`config.mk`:
```
export PLATFORM = sky130hd
export DESIGN_NAME = change_dispenser
export DESIGN_NICKNAME = d
export VERILOG_FILES = /design/src/rtl/change_dispenser.sv
export SDC_FILE = /design/constraint.sdc
export NUM_CORES = 1
export LEC_CHECK = 0
export CORE_UTILIZATION = 30
export CTS_CLUSTER_SIZE = 20
export DETAILED_ROUTE_END_ITERATION = 8
export GPL_TIMING_DRIVEN = 0
export PLACE_DENSITY_LB_ADDON = 0.25
export SLEW_MARGIN = 20
export SYNTH_ARGS = -nofsm -noshare
export SYNTH_HDL_FRONTEND = slang
export SYNTH_SLANG_ARGS = --single-unit
```
`constraint.sdc`:
```
create_clock -name clk -period 2.73 [get_ports clk]
set_clock_uncertainty 0.15 [all_clocks]
set_input_delay 0.819 -clock clk [delete_from_list [all_inputs] [get_ports clk]]
set_output_delay 0.819 -clock clk [all_outputs]
set_load 0.01 [all_outputs]
```
`src/rtl/change_dispenser.sv`:
```
// -----------------------------------------------------------------------------
// change_dispenser
//
// Returns an outstanding vending balance as physical coins when the upstream
// timeout/return timer fires. The balance is latched on accept and paid out
// greedily, largest available denomination first, one coin per hopper
// handshake. Each coin taken by the hopper is reported back so the upstream
// balance logic can drain its total.
//
// Ports:
//   clk           system clock
//   reset_n       asynchronous, active-low reset
//   timeout       level-sensitive return request from the timer
//   current_total outstanding balance, sampled when a sequence is accepted
//   coin_avail    per-denomination hopper-not-empty flags
//   coin_ack      hopper has taken the coin offered on return_coin
//   return_coin   one-hot coin offer to the hopper (all-zero = no offer)
//   deduct_valid  one-cycle pulse: deduct_value has been dispensed
//   deduct_value  value of the coin just dispensed
//   busy          high in every state except IDLE
//   done          one-cycle pulse when the return sequence ends
//   residue       amount still owed at done; 0 on full payout
//
// Denomination values must be strictly increasing with index. Only indices
// 0..2 carry a value; NUM_COINS is expected to be 3.
// -----------------------------------------------------------------------------
module change_dispenser #(
  parameter int          NUM_COINS = 3,
  parameter logic [31:0] COIN_VAL0 = 32'd100,
  parameter logic [31:0] COIN_VAL1 = 32'd500,
  parameter logic [31:0] COIN_VAL2 = 32'd1000
) (
  input  logic                 clk,
  input  logic                 reset_n,
  input  logic                 timeout,
  input  logic [31:0]          current_total,
  input  logic [NUM_COINS-1:0] coin_avail,
  input  logic                 coin_ack,
  output logic [NUM_COINS-1:0] return_coin,
  output logic                 deduct_valid,
  output logic [31:0]          deduct_value,
  output logic                 busy,
  output logic                 done,
  output logic [31:0]          residue
);

  typedef enum logic [2:0] {
    S_IDLE,
    S_SELECT,
    S_OFFER,
    S_DONE,
    S_WAIT_CLR
  } state_t;

  state_t               state, state_next;
  logic [31:0]          remaining, remaining_next;
  logic [NUM_COINS-1:0] return_coin_next;
  logic                 deduct_valid_next;
  logic [31:0]          deduct_value_next;
  logic                 busy_next;
  logic                 done_next;
  logic [31:0]          residue_next;

  logic                 pick_found;
  logic [NUM_COINS-1:0] pick_onehot;
  logic [31:0]          offer_value;

  function automatic logic [31:0] coin_value(input int idx);
    case (idx)
      0:       coin_value = COIN_VAL0;
      1:       coin_value = COIN_VAL1;
      2:       coin_value = COIN_VAL2;
      default: coin_value = '0;
    endcase
  endfunction

  // Highest usable denomination: scanning upward lets the last hit win.
  // Zero-valued slots are skipped so an oversized NUM_COINS cannot loop forever
  // dispensing nothing.
  always_comb begin
    // NOTE: every variable written here gets a default first; a missed
    // assignment on any path would otherwise infer a latch.
    pick_found  = 1'b0;
    pick_onehot = '0;
    for (int i = 0; i < NUM_COINS; i++) begin
      if (coin_avail[i] && (coin_value(i) != '0) && (coin_value(i) <= remaining)) begin
        pick_found     = 1'b1;
        pick_onehot    = '0;
        pick_onehot[i] = 1'b1;
      end
    end
  end

  // Value of the coin currently on offer, decoded from the one-hot bus so no
  // separate index register is needed.
  always_comb begin
    offer_value = '0;
    for (int i = 0; i < NUM_COINS; i++) begin
      if (return_coin[i]) offer_value = coin_value(i);
    end
  end

  always_comb begin
    state_next        = state;
    remaining_next    = remaining;
    return_coin_next  = return_coin;
    deduct_valid_next = 1'b0;
    deduct_value_next = deduct_value;
    residue_next      = residue;

    case (state)
      S_IDLE: begin
        if (timeout) begin
          remaining_next = current_total;
          residue_next   = '0;
          state_next     = S_SELECT;
        end
      end
      S_SELECT: begin
        if (pick_found) begin
          return_coin_next = pick_onehot;
          state_next       = S_OFFER;
        end else begin
          residue_next = remaining;
          state_next   = S_DONE;
        end
      end
      S_OFFER: begin
        // The offer stands even if availability drops; it is only re-checked
        // in SELECT. Selection guaranteed offer_value <= remaining.
        if (coin_ack && (return_coin != '0)) begin
          remaining_next    = remaining - offer_value;
          deduct_valid_next = 1'b1;
          deduct_value_next = offer_value;
          return_coin_next  = '0;
          state_next        = S_SELECT;
        end
      end
      S_DONE: begin
        state_next = S_WAIT_CLR;
      end
      S_WAIT_CLR: begin
        // Hold off re-triggering until the timer has dropped its request.
        if (!timeout) state_next = S_IDLE;
      end
      default: begin
        state_next = S_IDLE;
      end
    endcase

    // Registered decodes of the next state so busy/done line up with state.
    done_next = (state_next == S_DONE);
    busy_next = (state_next != S_IDLE);
  end

  always_ff @(posedge clk or negedge reset_n) begin
    if (!reset_n) begin
      state        <= S_IDLE;
      remaining    <= '0;
      return_coin  <= '0;
      deduct_valid <= 1'b0;
      deduct_value <= '0;
      busy         <= 1'b0;
      done         <= 1'b0;
      residue      <= '0;
    end else begin
      // NOTE: non-blocking assignments so every register updates from the
      // values present before this edge, independent of statement order.
      state        <= state_next;
      remaining    <= remaining_next;
      return_coin  <= return_coin_next;
      deduct_valid <= deduct_valid_next;
      deduct_value <= deduct_value_next;
      busy         <= busy_next;
      done         <= done_next;
      residue      <= residue_next;
    end
  end

endmodule

```
==> results of run 1 <==
worst register-to-register path, delay by kind of cell (launching register included):
kind	cells	cell delay [ns]
DFF	1	0.47
AOI/OAI and AO/OA	3	0.71
muxes	1	0.18
buffers and inverters	2	0.30
adders and majority gates	2	0.43
and+or+nand+nor	3	0.30
metal layers:
| metal | up-vias | part of all wire, % | track usage (%) |
|---|---|---|---|
| met4 | 0 | 2.2 | 7.96 |
| met1 | 2023 | 46 | 24.0 |
| met5 | - | 0 | 0 |
| li1 | 2061 | - | - |
| met3 | 22 | 5.2 | 3.29 |
| met2 | 133 | 46 | 29.0 |
synthesized netlist by cell type (5+ instances only):
| cell | count | area share [%] |
|---|---|---|
| nand2_1 | 109 | 9.0 |
| dfrtp_1 | 78 | 43 |
| o21ai_0 | 40 | 4.4 |
| nor2_1 | 32 | 2.6 |
| buf_4 | 28 | 4.6 |
| a21oi_1 | 21 | 2.3 |
| clkbuf_1 | 18 | 1.5 |
| nor3_1 | 15 | 1.6 |
| o21ai_2 | 14 | 2.7 |
| nand3_1 | 12 | 1.3 |
| inv_1 | 9 | 0.74 |
| o22ai_1 | 9 | 1.2 |
| and3_1 | 8 | 1.1 |
| ha_1 | 8 | 2.2 |
| mux2i_1 | 8 | 1.8 |
| a211oi_1 | 7 | 1.2 |
| a31oi_1 | 7 | 0.96 |
| o21a_1 | 6 | 0.99 |
| a21o_1 | 5 | 0.82 |
| nor4_1 | 5 | 0.69 |
per-stage QoR:
stage | utilization, % | area, um^2
2_1_floorplan | - | 4650
3_3_place_gp | 39.0 | 5730
3_5_place_dp | 39.1 | 5750
4_1_cts | 43.2 | 6350
5_1_grt | 43.9 | 6450
6_report | 43.9 | 6450
power by group:
| part | internal [uW] | switching [uW] | total (uW) |
|---|---|---|---|
| logic | 1800 | 2100 | 3900 |
| clock network | 926 | 471 | 1400 |
| registers | 1590 | 553 | 2150 |
| total | 4320 | 3130 | 7450 |
path summary, 6_finish.rpt:
kind | from | endpoint | depth (start not counted)
min in group clk | remaining[1]$_DFFE_PN0P_ | remaining[1]$_DFFE_PN0P_ | 2
max | return_coin[2]$_DFFE_PN0P_ | remaining[20]$_DFFE_PN0P_ | 11
max in group asynchronous | reset_n | residue[16]$_DFFE_PN0P_ | 2
max reg2reg | return_coin[2]$_DFFE_PN0P_ | remaining[20]$_DFFE_PN0P_ | 11
min | reset_n | busy$_DFF_PN0_ | 1
min reg2reg | remaining[1]$_DFFE_PN0P_ | remaining[1]$_DFFE_PN0P_ | 2
sequential cells by signal, summed over array words and instances (netlist names):
signal / flops
return_coin: 3
deduct_value: 5
state: 3
residue: 32
busy: 1
deduct_valid: 1
done: 1
remaining: 32
layout make-up:
cell class | instances | area share, %
timing repair buffer | 108 | 16.2
inverter | 9 | 0.562
buffer | 54 | 5.95
multi-input combinational | 395 | 37.9
clock inverter | 2 | 0.931
tap | 184 | 3.57
sequential | 78 | 30.3
clock buffer | 14 | 4.56
repair_timing:
action / in CTS / in global routing
resized for setup: 26 / 16
setup buffers: 17 / 7
setup endpoints to repair: 63 / 58
hold buffers: 0 / 0
pin swaps: 8 / 15
kinds of logic after synthesis:
group / synth area share (%)
buffers and inverters: 9.01
XOR/XNOR: 0.769
multiplexers: 1.76
flip-flops: 42.8
adder cells (fa/ha/maj): 2.64
AND/OR/NAND/NOR: 23.8
other: 0.0823
AO/OA/AOI/OAI: 19.1
==> results by group, run 1 <==
Setup path
  – R2r setup slk: between 0.04 and 0.05 ns
  – Worst stage delay on the critical path: between 0.4 and 0.5 ns
  – Setup crit start kind: register
  – Crit-path max FO: 6
  – Crit-path cells: nor2_2, ha_2, fa_2, nor2b_4, o31a_1, o41ai_4, buf_4, buf_6, nand4_1, mux2i_1, a21oi_1
  – Setup crit end kind: register
  – Critical path class: reg -> reg
  – CP required: 2.78 ns
  – CP delay by family, top: compound AO/OA/AOI/OAI gates
  – Critical path buffers and inverters: 2
  – Worst path slowest cell: dfrtp_2
  – Worst endpoint data arrival time: ~2.7 ns

Cells and area
  – Commonest non-fill, non-tap cell in the layout: nand2_1
  – Layout cells sized above 1: 19.5%
  – Multi-input logic area: 0.00245 mm^2
  – Most frequent cells in the layout: 107 x nand2_1, 83 x clkdlybuf4s50_1, 75 x dfrtp_1
  – Fillers: 1430
  – Ant. Diodes: 0
  – Nets: between 700 and 800
  – Area growth from synthesis to layout: 41.6%
  – Layout Cells excl Fill: 844
  – Register area: 0.00196 mm^2

STA
  – Final Setup Violations: 0
  – Slew @ Worst Pin: roughly 0.68 ns
  – RSZ-0062 raised after global routing: yes
  – Worst slew margin: 54.3%
  – Final Max Tran Viols: 0
  – Hold_ws: 0.281 ns
  – Fmax: 373 MHz
  – Final Critical Period: roughly 2.7 ns
  – Final hold viol count: 0
  – Final worst path period share: 98.3%
  – Post-route setup slack: around 0.048 ns
  – Setup_tns: 0 ns

Drt
  – Drt pass-1 iters: 9
  – Drt drc: 6
  – Routed wire length: 13800 um
  – Post-route antenna net violation count: 0
  – Total number of vias: 4239
  – Drt via density: 5.02
  – Drt wl/cell: 16.4 um
  – Iteration-0 DRC Markers: 310

Floorplanning
  – Row cnt: 44
  – DIE AREA: between 0.015 and 0.02 mm^2
  – Chip height: 125 um
  – Die Wd: 125 um
  – Top-level I/O count: 109
  – Core ar.: roughly 0.015 mm^2
  – Starting density of the core: just over 30%

Global routing
  – Vias in the first global route: 4134
  – First-pass GRT wire length: about 22000 um
  – Initial antenna violation count: 0
  – Gr ovfl total: 0
  – Global Route Usage Sum: 18.1%
  – Largest net degree at the start of global routing: 46

Power and ir drop
  – Maximum VDD drop: 0.456 mV
  – Total power: between 7000 and 8000 uW
  – Leakage: around 0.0028 uW
  – Total power divided by cell area: 1150 mW/mm^2

Yosys
  – Yosys cell types: 60
  – Syn avg cell area: 8.88 um^2
  – Sequential area share after synthesis: 42.8%
  – Synthesized area: 0.00456 mm^2
  – Syn Inst Count: 513
  – EDFF count, synth: 0
  – Asr flop ratio synth: 100%
  – Synth Register Bits: slightly below 80
  – Syn. warnings: 0
  – Primary FF master, synth: dfrtp_1

Clocking
  – H-Tree Depth: 3
  – Clk sink count: 78
  – CTS tree: yes
  – Clock slew at reported path FFs: roughly 0.06 ns
  – Cts bufs inserted: 9
  – Clock Tree Buf Depth: 2
  – Clock latency at the later pin of the worst-skew pair: 0.35 ns
  – Clock Tree Root: clkbuf_16

Place
  – Buffers added on ports: 84
  – Dpl hpwl: approximately 10000 um
  – Setup WS pre-CTS: -0.670 ns
  – Dpl cells: 805
  – Gpl congestion: 0.836

Job
  – Max_cap viols: 0

Min path
  – Hold crit path type: in -> async

Outcome
  – Violated checks: DRC
  – Status: complete, but fails checks
Note: power is estimated with default switching activity, not from simulation.
==> inputs of run 2 (changes only) <==
--- a/config.mk
+++ b/config.mk
@@ -5,10 +5,9 @@
 export SDC_FILE = /design/constraint.sdc
 export NUM_CORES = 1
 export LEC_CHECK = 0
-export CORE_UTILIZATION = 30
+export CORE_UTILIZATION = 35
 export CTS_CLUSTER_SIZE = 20
 export DETAILED_ROUTE_END_ITERATION = 8
-export GPL_TIMING_DRIVEN = 0
 export PLACE_DENSITY_LB_ADDON = 0.25
 export SLEW_MARGIN = 20
 export SYNTH_ARGS = -nofsm -noshare
==> run 2 against run 1 <==
  * The flow finishes with violations (setup timing)
  * Sequential power about the same
  * Routed wire length decreased by 6.5%
  * Count of clock-buffer cells in the layout decreased by 2
  * Combinational power decreased by 3%
  * Sequential cell count unchanged
  * Total power decreased by 4.0%
  * Critical path depth increased by 1
  * Sequential share of layout area increased by 1.6 points
  * Register-to-register slack got worse by 0.08 ns
  * Fmax decreased by 3.0%
  * Clock power decreased by 12%
  * Critical path type unchanged
  * Largest cell class unchanged
  * Highest routed layer unchanged
==> results by group, run 2 (synthesis results as in run 1) <==
Setup path
  – Critical path buffers and inverters: 2 (unchanged)
  – Crit-path cells: nor2_2, nor2_2, ha_2, fa_2, nor2b_2, o31a_1, o41ai_4, buf_4, buf_4, nand4b_1, mux2i_1, a21oi_1
  – Setup crit start kind: register
  – WP depth: 12 (+1)
  – Worst path slowest cell: dfrtp_2
  – CP startpoint: return_coin[0]$_DFFE_PN0P_
  – Reg2reg end: remaining[14]$_DFFE_PN0P_
  – Crit path to: remaining[14]$_DFFE_PN0P_
  – CP required: 2.79 ns (about the same)
  – Setup crit end kind: register
  – CP delay by family, top: compound AO/OA/AOI/OAI gates
  – Critical path class: reg -> reg
  – Worst stage delay on the critical path: 0.41 ns (-0.06 ns)
  – R2r setup slk: -0.04 ns (-0.08 ns)
  – Reg2reg start: return_coin[0]$_DFFE_PN0P_
  – R2r worst-path depth: 12 (+1)
  – Crit-path max FO: 4 (-2)
  – Worst endpoint data arrival time: 2.83 ns (+0.10 ns)

Cells and area
  – End-of-flow core utilization: 48.3% (+4.4 points)
  – Commonest non-fill, non-tap cell in the layout: nand2_1
  – Ant. Diodes: 0 (unchanged)
  – Area growth from synthesis to layout: 34.4%
  – Most frequent cells in the layout: 108 x nand2_1, 83 x clkdlybuf4s50_1, 75 x dfrtp_1
  – Nets: 665 (-5.4%)
  – Layout cells sized above 1: 16.7% (-2.8 points)
  – Top flop regs: remaining (32), residue (32), deduct_value (5)

STA
  – Final worst path period share: 101% (+3.1 points)
  – Post-route setup slack: -0.0359 ns (-0.0835 ns)
  – Final Max Tran Viols: 0 (unchanged)
  – RSZ-0062 raised after global routing: yes
  – Worst slew margin: 56.6% (+2.3 points)
  – Fmax: 362 MHz (-3.0%)
  – Final Setup Violations: 3 (+3)
  – Slew @ Worst Pin: 0.649 ns (-0.0344 ns)
  – Final Critical Period: 2.77 ns (+0.0835 ns)
  – Final hold viol count: 0 (unchanged)

Global routing
  – First-pass GRT wire length: 20700 um (-5.5%)
  – Global Route Usage Sum: 20.4% (+2.3 points)
  – Top Usage Layer GRT: met2
  – Met2 Use GR: 30.9% (+1.9 points)
  – Grt met3 use: 2.91% (-0.39 points)
  – Initial antenna violation count: 0 (unchanged)
  – Gr ovfl total: 0 (unchanged)
  – Vias in the first global route: 3926 (-5.0%)
  – Largest net degree at the start of global routing: 43 (-6.5%)
  – Met1 Track Usage GR: 29.4% (+5.4 points)

Drt
  – Drt pass-1 iters: 5 (-4)
  – Total number of vias: 4083 (-3.7%)
  – Routed wire length: 12900 um (-6.5%)
  – Drt wl/cell: 16.3 um (-0.64%)
  – Post-route antenna net violation count: 0 (unchanged)
  – Drt drc: 0 (-6)
  – Iteration-0 DRC Markers: 257 (-17%)
  – Drt via density: 5.14 (+2.4%)

Power and ir drop
  – Clock Power Share: 17.2% (-1.6 points)
  – Maximum VDD drop: 0.718 mV (+58%)
  – P_sw: 3020 uW (-3.4%)
  – Sequential Power Share: 29.7% (+0.9 points)
  – Leakage: 0.00258 uW (-6.3%)
  – Comb pwr share: 53.0% (+0.6 points)
  – Switching part of the total: 42.3% (+0.25 points)
  – Total power: 7150 uW (-4.0%)
  – Total power divided by cell area: 1170 mW/mm^2 (+1.2%)
  – Internal: 4130 uW (-4.4%)

Clocking
  – Clock latency at the later pin of the worst-skew pair: 0.34 ns (about the same)
  – CTS tree: yes
  – H-Tree Depth: 3 (unchanged)
  – Cts bufs inserted: 9 (unchanged)
  – Clock slew at reported path FFs: 0.06 ns (about the same)
  – Clk sink count: 78 (unchanged)
  – Clock Tree Root: clkbuf_16
  – Clock Tree Buf Depth: 2 (unchanged)

Floorplanning
  – Row cnt: 41 (-6.8%)
  – Core ar.: 0.0127 mm^2 (-14%)
  – DIE AREA: 0.0135 mm^2 (-14%)
  – Top-level I/O count: 109 (unchanged)
  – Die Wd: 116 um (-7.3%)
  – Chip height: 116 um (-7.3%)
  – Starting density of the core: 36.0% (+5.0 points)

Min path
  – Hold crit path type: in -> async

Place
  – Dpl hpwl: 9060 um (-9.4%)
  – Buffers added on ports: 84 (unchanged)
  – Gpl congestion: 0.877 (+4.8%)

Job
  – Max_cap viols: 0 (unchanged)

Outcome
  – Violated checks: setup timing
  – Status: complete, but fails checks
run 2: changes by cell type in the layout (fill, tap and decap cells not counted), sizes merged:
cell	previous run	this run
clkbuf	35	12
buf	58	41
bufinv	2	1
clkinv	0	3
run 2: cell type report:
class / count / area (um^2)
tap: 172 / 215
clock inverter: 4 / 45.0
multi-input combinational: 395 / 2410
fill: 1239 / 6550
sequential: 78 / 1960
timing repair buffer: 124 / 1210
clock buffer: 12 / 256
inverter: 9 / 33.8
run 2: through the flow:
| stage | setup TNS (ns) | std cells | area, um^2 | hold WS [ns] | setup slack [ns] |
|---|---|---|---|---|---|
| floorplan | 0 | 536 | 4650 | 0.296 | 0.0573 |
| global placement | 0 | 772 | 5660 | 0.315 | 0.0224 |
| detailed placement | -0.104 | 772 | 5660 | 0.325 | -0.0763 |
| CTS | 0 | 788 | 5970 | 0.324 | 0.0219 |
| global route | -0.740 | 794 | 6120 | 0.338 | -0.110 |
| finish | -0.0877 | 794 | 6120 | 0.307 | -0.0359 |
run 2: what timing repair did:
item                                    CTS  global route
buffers inserted                          0             6
hold endpoints to repair                  0             0
gates resized for setup                   1            25
endpoints found under the setup margin    3            40
pin swaps                                 1            15
hold buffers                              0             0
run 2: worst min-delay path by stage:
stage                     cells after the start                           to
after floorplan                               2     remaining[0]$_DFFE_PN0P_
after global placement                        2     remaining[1]$_DFFE_PN0P_
after detailed placement                      2     remaining[0]$_DFFE_PN0P_
after CTS                                     1  deduct_value[2]$_DFFE_PN0P_
after global routing                          1  deduct_value[2]$_DFFE_PN0P_
final                                         1   return_coin[0]$_DFFE_PN0P_
run 2: worst reg2reg max path: stages (launching register included):
cell	delay [ns]
dfrtp_2	0.41
nor2_2	0.05
nor2_2	0.11
ha_2	0.21
fa_2	0.23
nor2b_2	0.05
o31a_1	0.36
o41ai_4	0.36
buf_4	0.19
buf_4	0.10
nand4b_1	0.12
mux2i_1	0.20
a21oi_1	0.10
run 2: power groups by stage:
stage	sequential [uW]	clock [uW]	combinational (uW)
final	2120	1230	3790
after global routing	2200	1300	4190
after CTS	2090	1260	3530
after detailed placement	2100	0	3510
after global placement	2080	0	3440
after floorplan	2050	0	2160
run 2: metal layers:
metal,vias up,routed length [um]
met1,1969,6220
met2,129,5900
met4,0,208
li1,1971,-
met3,14,593
met5,-,0
==> inputs of run 3 (changes only) <==
--- a/config.mk
+++ b/config.mk
@@ -5,11 +5,12 @@
 export SDC_FILE = /design/constraint.sdc
 export NUM_CORES = 1
 export LEC_CHECK = 0
+export ABC_AREA = 0
 export CORE_UTILIZATION = 35
 export CTS_CLUSTER_SIZE = 20
 export DETAILED_ROUTE_END_ITERATION = 8
+export GPL_ROUTABILITY_DRIVEN = 0
 export PLACE_DENSITY_LB_ADDON = 0.25
-export SLEW_MARGIN = 20
 export SYNTH_ARGS = -nofsm -noshare
 export SYNTH_HDL_FRONTEND = slang
 export SYNTH_SLANG_ARGS = --single-unit
==> run 3 against run 2 <==
  * Hold slack got worse by 0.029 ns
  * Fmax grew 1.9%
  * The flow now finishes without violations
  * Sequential share of layout area decreased by 0.11 points
==> results by group, run 3 (synthesis results as in run 1) <==
Cells and area
  – Most frequent cells in the layout: 108 x nand2_1, 83 x clkdlybuf4s50_1, 76 x dfrtp_1
  – Fillers: 1231 (-0.65%)
  – Top flop regs: remaining (32), residue (32), deduct_value (5)
  – Layout cells sized above 1: 15.6% (-1.1 points)
  – Multi-input logic area: 0.00241 mm^2 (+0.10%)
  – Finished Cell Area: 0.00614 mm^2 (+0.27%)
  – Commonest non-fill, non-tap cell in the layout: nand2_1
  – End-of-flow core utilization: 48.5% (+0.13 points)
  – Area growth from synthesis to layout: 34.7%
  – Ant. Diodes: 0 (unchanged)
  – Register area: 0.00195 mm^2 (about the same)
  – Nets: 664 (-0.15%)

Clocking
  – Clock slew at reported path FFs: 0.06 ns (about the same)
  – Clock Tree Root: clkbuf_16
  – Post-CTS Hold Buffers: 0 (unchanged)
  – H-Tree Depth: 3 (unchanged)
  – Clk sink count: 78 (unchanged)
  – Clock latency at the later pin of the worst-skew pair: 0.33 ns (about the same)
  – Cts bufs inserted: 9 (unchanged)
  – CTS tree: yes
  – Clock Tree Buf Depth: 2 (unchanged)

Drt
  – Total number of vias: 4059 (-0.59%)
  – Drt drc: 0 (unchanged)
  – Drt wl/cell: 15.7 um (-3.6%)
  – Drt pass-1 iters: 5 (unchanged)
  – Iteration-0 DRC Markers: 202 (-21%)
  – Routed wire length: 12400 um (-3.7%)
  – Post-route antenna net violation count: 0 (unchanged)
  – Drt via density: 5.12 (-0.46%)

Global routing
  – First-pass GRT wire length: 20400 um (-1.7%)
  – Global Route Usage Sum: 19.7% (-0.72 points)
  – Initial antenna violation count: 0 (unchanged)
  – Largest net degree at the start of global routing: 47 (+9.3%)
  – Gr ovfl total: 0 (unchanged)
  – Vias in the first global route: 3846 (-2.0%)

Power and ir drop
  – Clock Power Share: 17.9% (+0.7 points)
  – P_sw: 2990 uW (-1.0%)
  – Comb pwr share: 52.5% (-0.5 points)
  – Total power divided by cell area: 1170 mW/mm^2 (-0.11%)
  – Leakage: 0.00261 uW (+0.87%)
  – Maximum VDD drop: 0.666 mV (-7.3%)
  – Internal: 4170 uW (+1.0%)
  – Sequential Power Share: 29.5% (-0.2 points)
  – Switching part of the total: 41.8% (-0.49 points)

Place
  – Dpl hpwl: 8850 um (-2.3%)
  – Placed Area: 0.00566 mm^2 (about the same)
  – Buffers added on ports: 84 (unchanged)
  – Setup WS pre-CTS: -0.0718 ns (+0.00450 ns)

STA
  – Final worst path period share: 99.4% (-1.9 points)
  – Final hold viol count: 0 (unchanged)
  – Slew @ Worst Pin: 0.612 ns (-0.0372 ns)
  – RSZ-0062 raised after global routing: yes
  – Fmax: 369 MHz (+1.9%)
  – Final Max Tran Viols: 0 (unchanged)
  – Final Critical Period: 2.71 ns (-0.0527 ns)
  – Hold_ws: 0.278 ns (-0.0288 ns)
  – Setup_tns: 0 ns (+0.0877 ns)
  – Worst slew margin: 59.1% (+2.5 points)
  – Final Setup Violations: 0 (-3)
  – Post-route setup slack: 0.0168 ns (+0.0527 ns)

Setup path
  – CP required: 2.79 ns (about the same)
  – Setup crit start kind: register
  – Critical path class: reg -> reg
  – Setup crit end kind: register
  – Worst endpoint data arrival time: 2.77 ns (-0.06 ns)
  – Crit-path max FO: 7 (+3)

Floorplanning
  – Die Wd: 116 um (unchanged)
  – DIE AREA: 0.0135 mm^2 (unchanged)
  – Chip height: 116 um (unchanged)
  – Row cnt: 41 (unchanged)
  – Starting density of the core: 36.0% (unchanged)
  – Top-level I/O count: 109 (unchanged)
  – Core ar.: 0.0127 mm^2 (unchanged)

Outcome
  – Status: completed

Min path
  – Hold crit path type: in -> async

Job
  – Max_cap viols: 0 (unchanged)
==> run 3: cell type report <==
class	instances	share of cell area [%]
repair buffers	123	19.7
clock inverters	6	1.41
clock buffers	10	3.73
flip-flops and latches	78	31.8
inverters	9	0.550
well taps	172	3.51
multi-input cells	395	39.3
==> run 3: worst max-delay path, cell delays in order, from the launching register on <==
cell      delay [ns]
dfrtp_1         0.41
buf_4           0.16
nor3_4          0.21
ha_1            0.29
o21a_1          0.19
o31a_1          0.16
o41ai_4         0.37
buf_6           0.18
buf_4           0.11
nand4b_1        0.11
mux2i_1         0.19
a21oi_1         0.08
==> run 3: layer usage <==
layer	vias to the layer above	GRT usage [%]	routed length, um
li1	1982	-	-
met1	1937	28.0	5840
met2	129	30.8	5810
met3	11	2.75	634
met4	0	6.84	150
met5	-	0	0
==> run 3: worst paths after layout <==
path | start | to | slack (ns) | cells after the start
worst max-delay path | return_coin[0]$_DFFE_PN0P_ | remaining[14]$_DFFE_PN0P_ | 0.02 | 11
worst min-delay path | reset_n | state[1]$_DFF_PN0_ | 0.28 | 1
worst max register to register | return_coin[0]$_DFFE_PN0P_ | remaining[14]$_DFFE_PN0P_ | 0.02 | 11
worst min register to register | remaining[1]$_DFFE_PN0P_ | residue[1]$_DFFE_PN0P_ | 0.33 | 2
max in group asynchronous | reset_n | remaining[12]$_DFFE_PN0P_ | 1.55 | 2
min in group clk | remaining[1]$_DFFE_PN0P_ | residue[1]$_DFFE_PN0P_ | 0.33 | 2
==> run 3: power by group through the flow <==
stage	clock network [uW]	logic, uW	registers (uW)
floorplan	0	2160	2050
global placement	0	3400	2080
detailed placement	0	3480	2100
CTS	1320	3510	2090
global route	1370	4150	2190
finish	1280	3760	2120
==> run 3: what timing repair did <==
item,CTS,global route
resized for setup,2,19
pin swaps,0,7
setup endpoints to repair,8,39
setup buffers,0,7
gates cloned,0,0
==> run 3: through the flow <==
stage / instances / total power [uW]
after detailed placement: 770 / 5580
after global placement: 770 / 5480
after CTS: 786 / 6920
after floorplan: 536 / 4210
final: 793 / 7160
after global routing: 793 / 7710
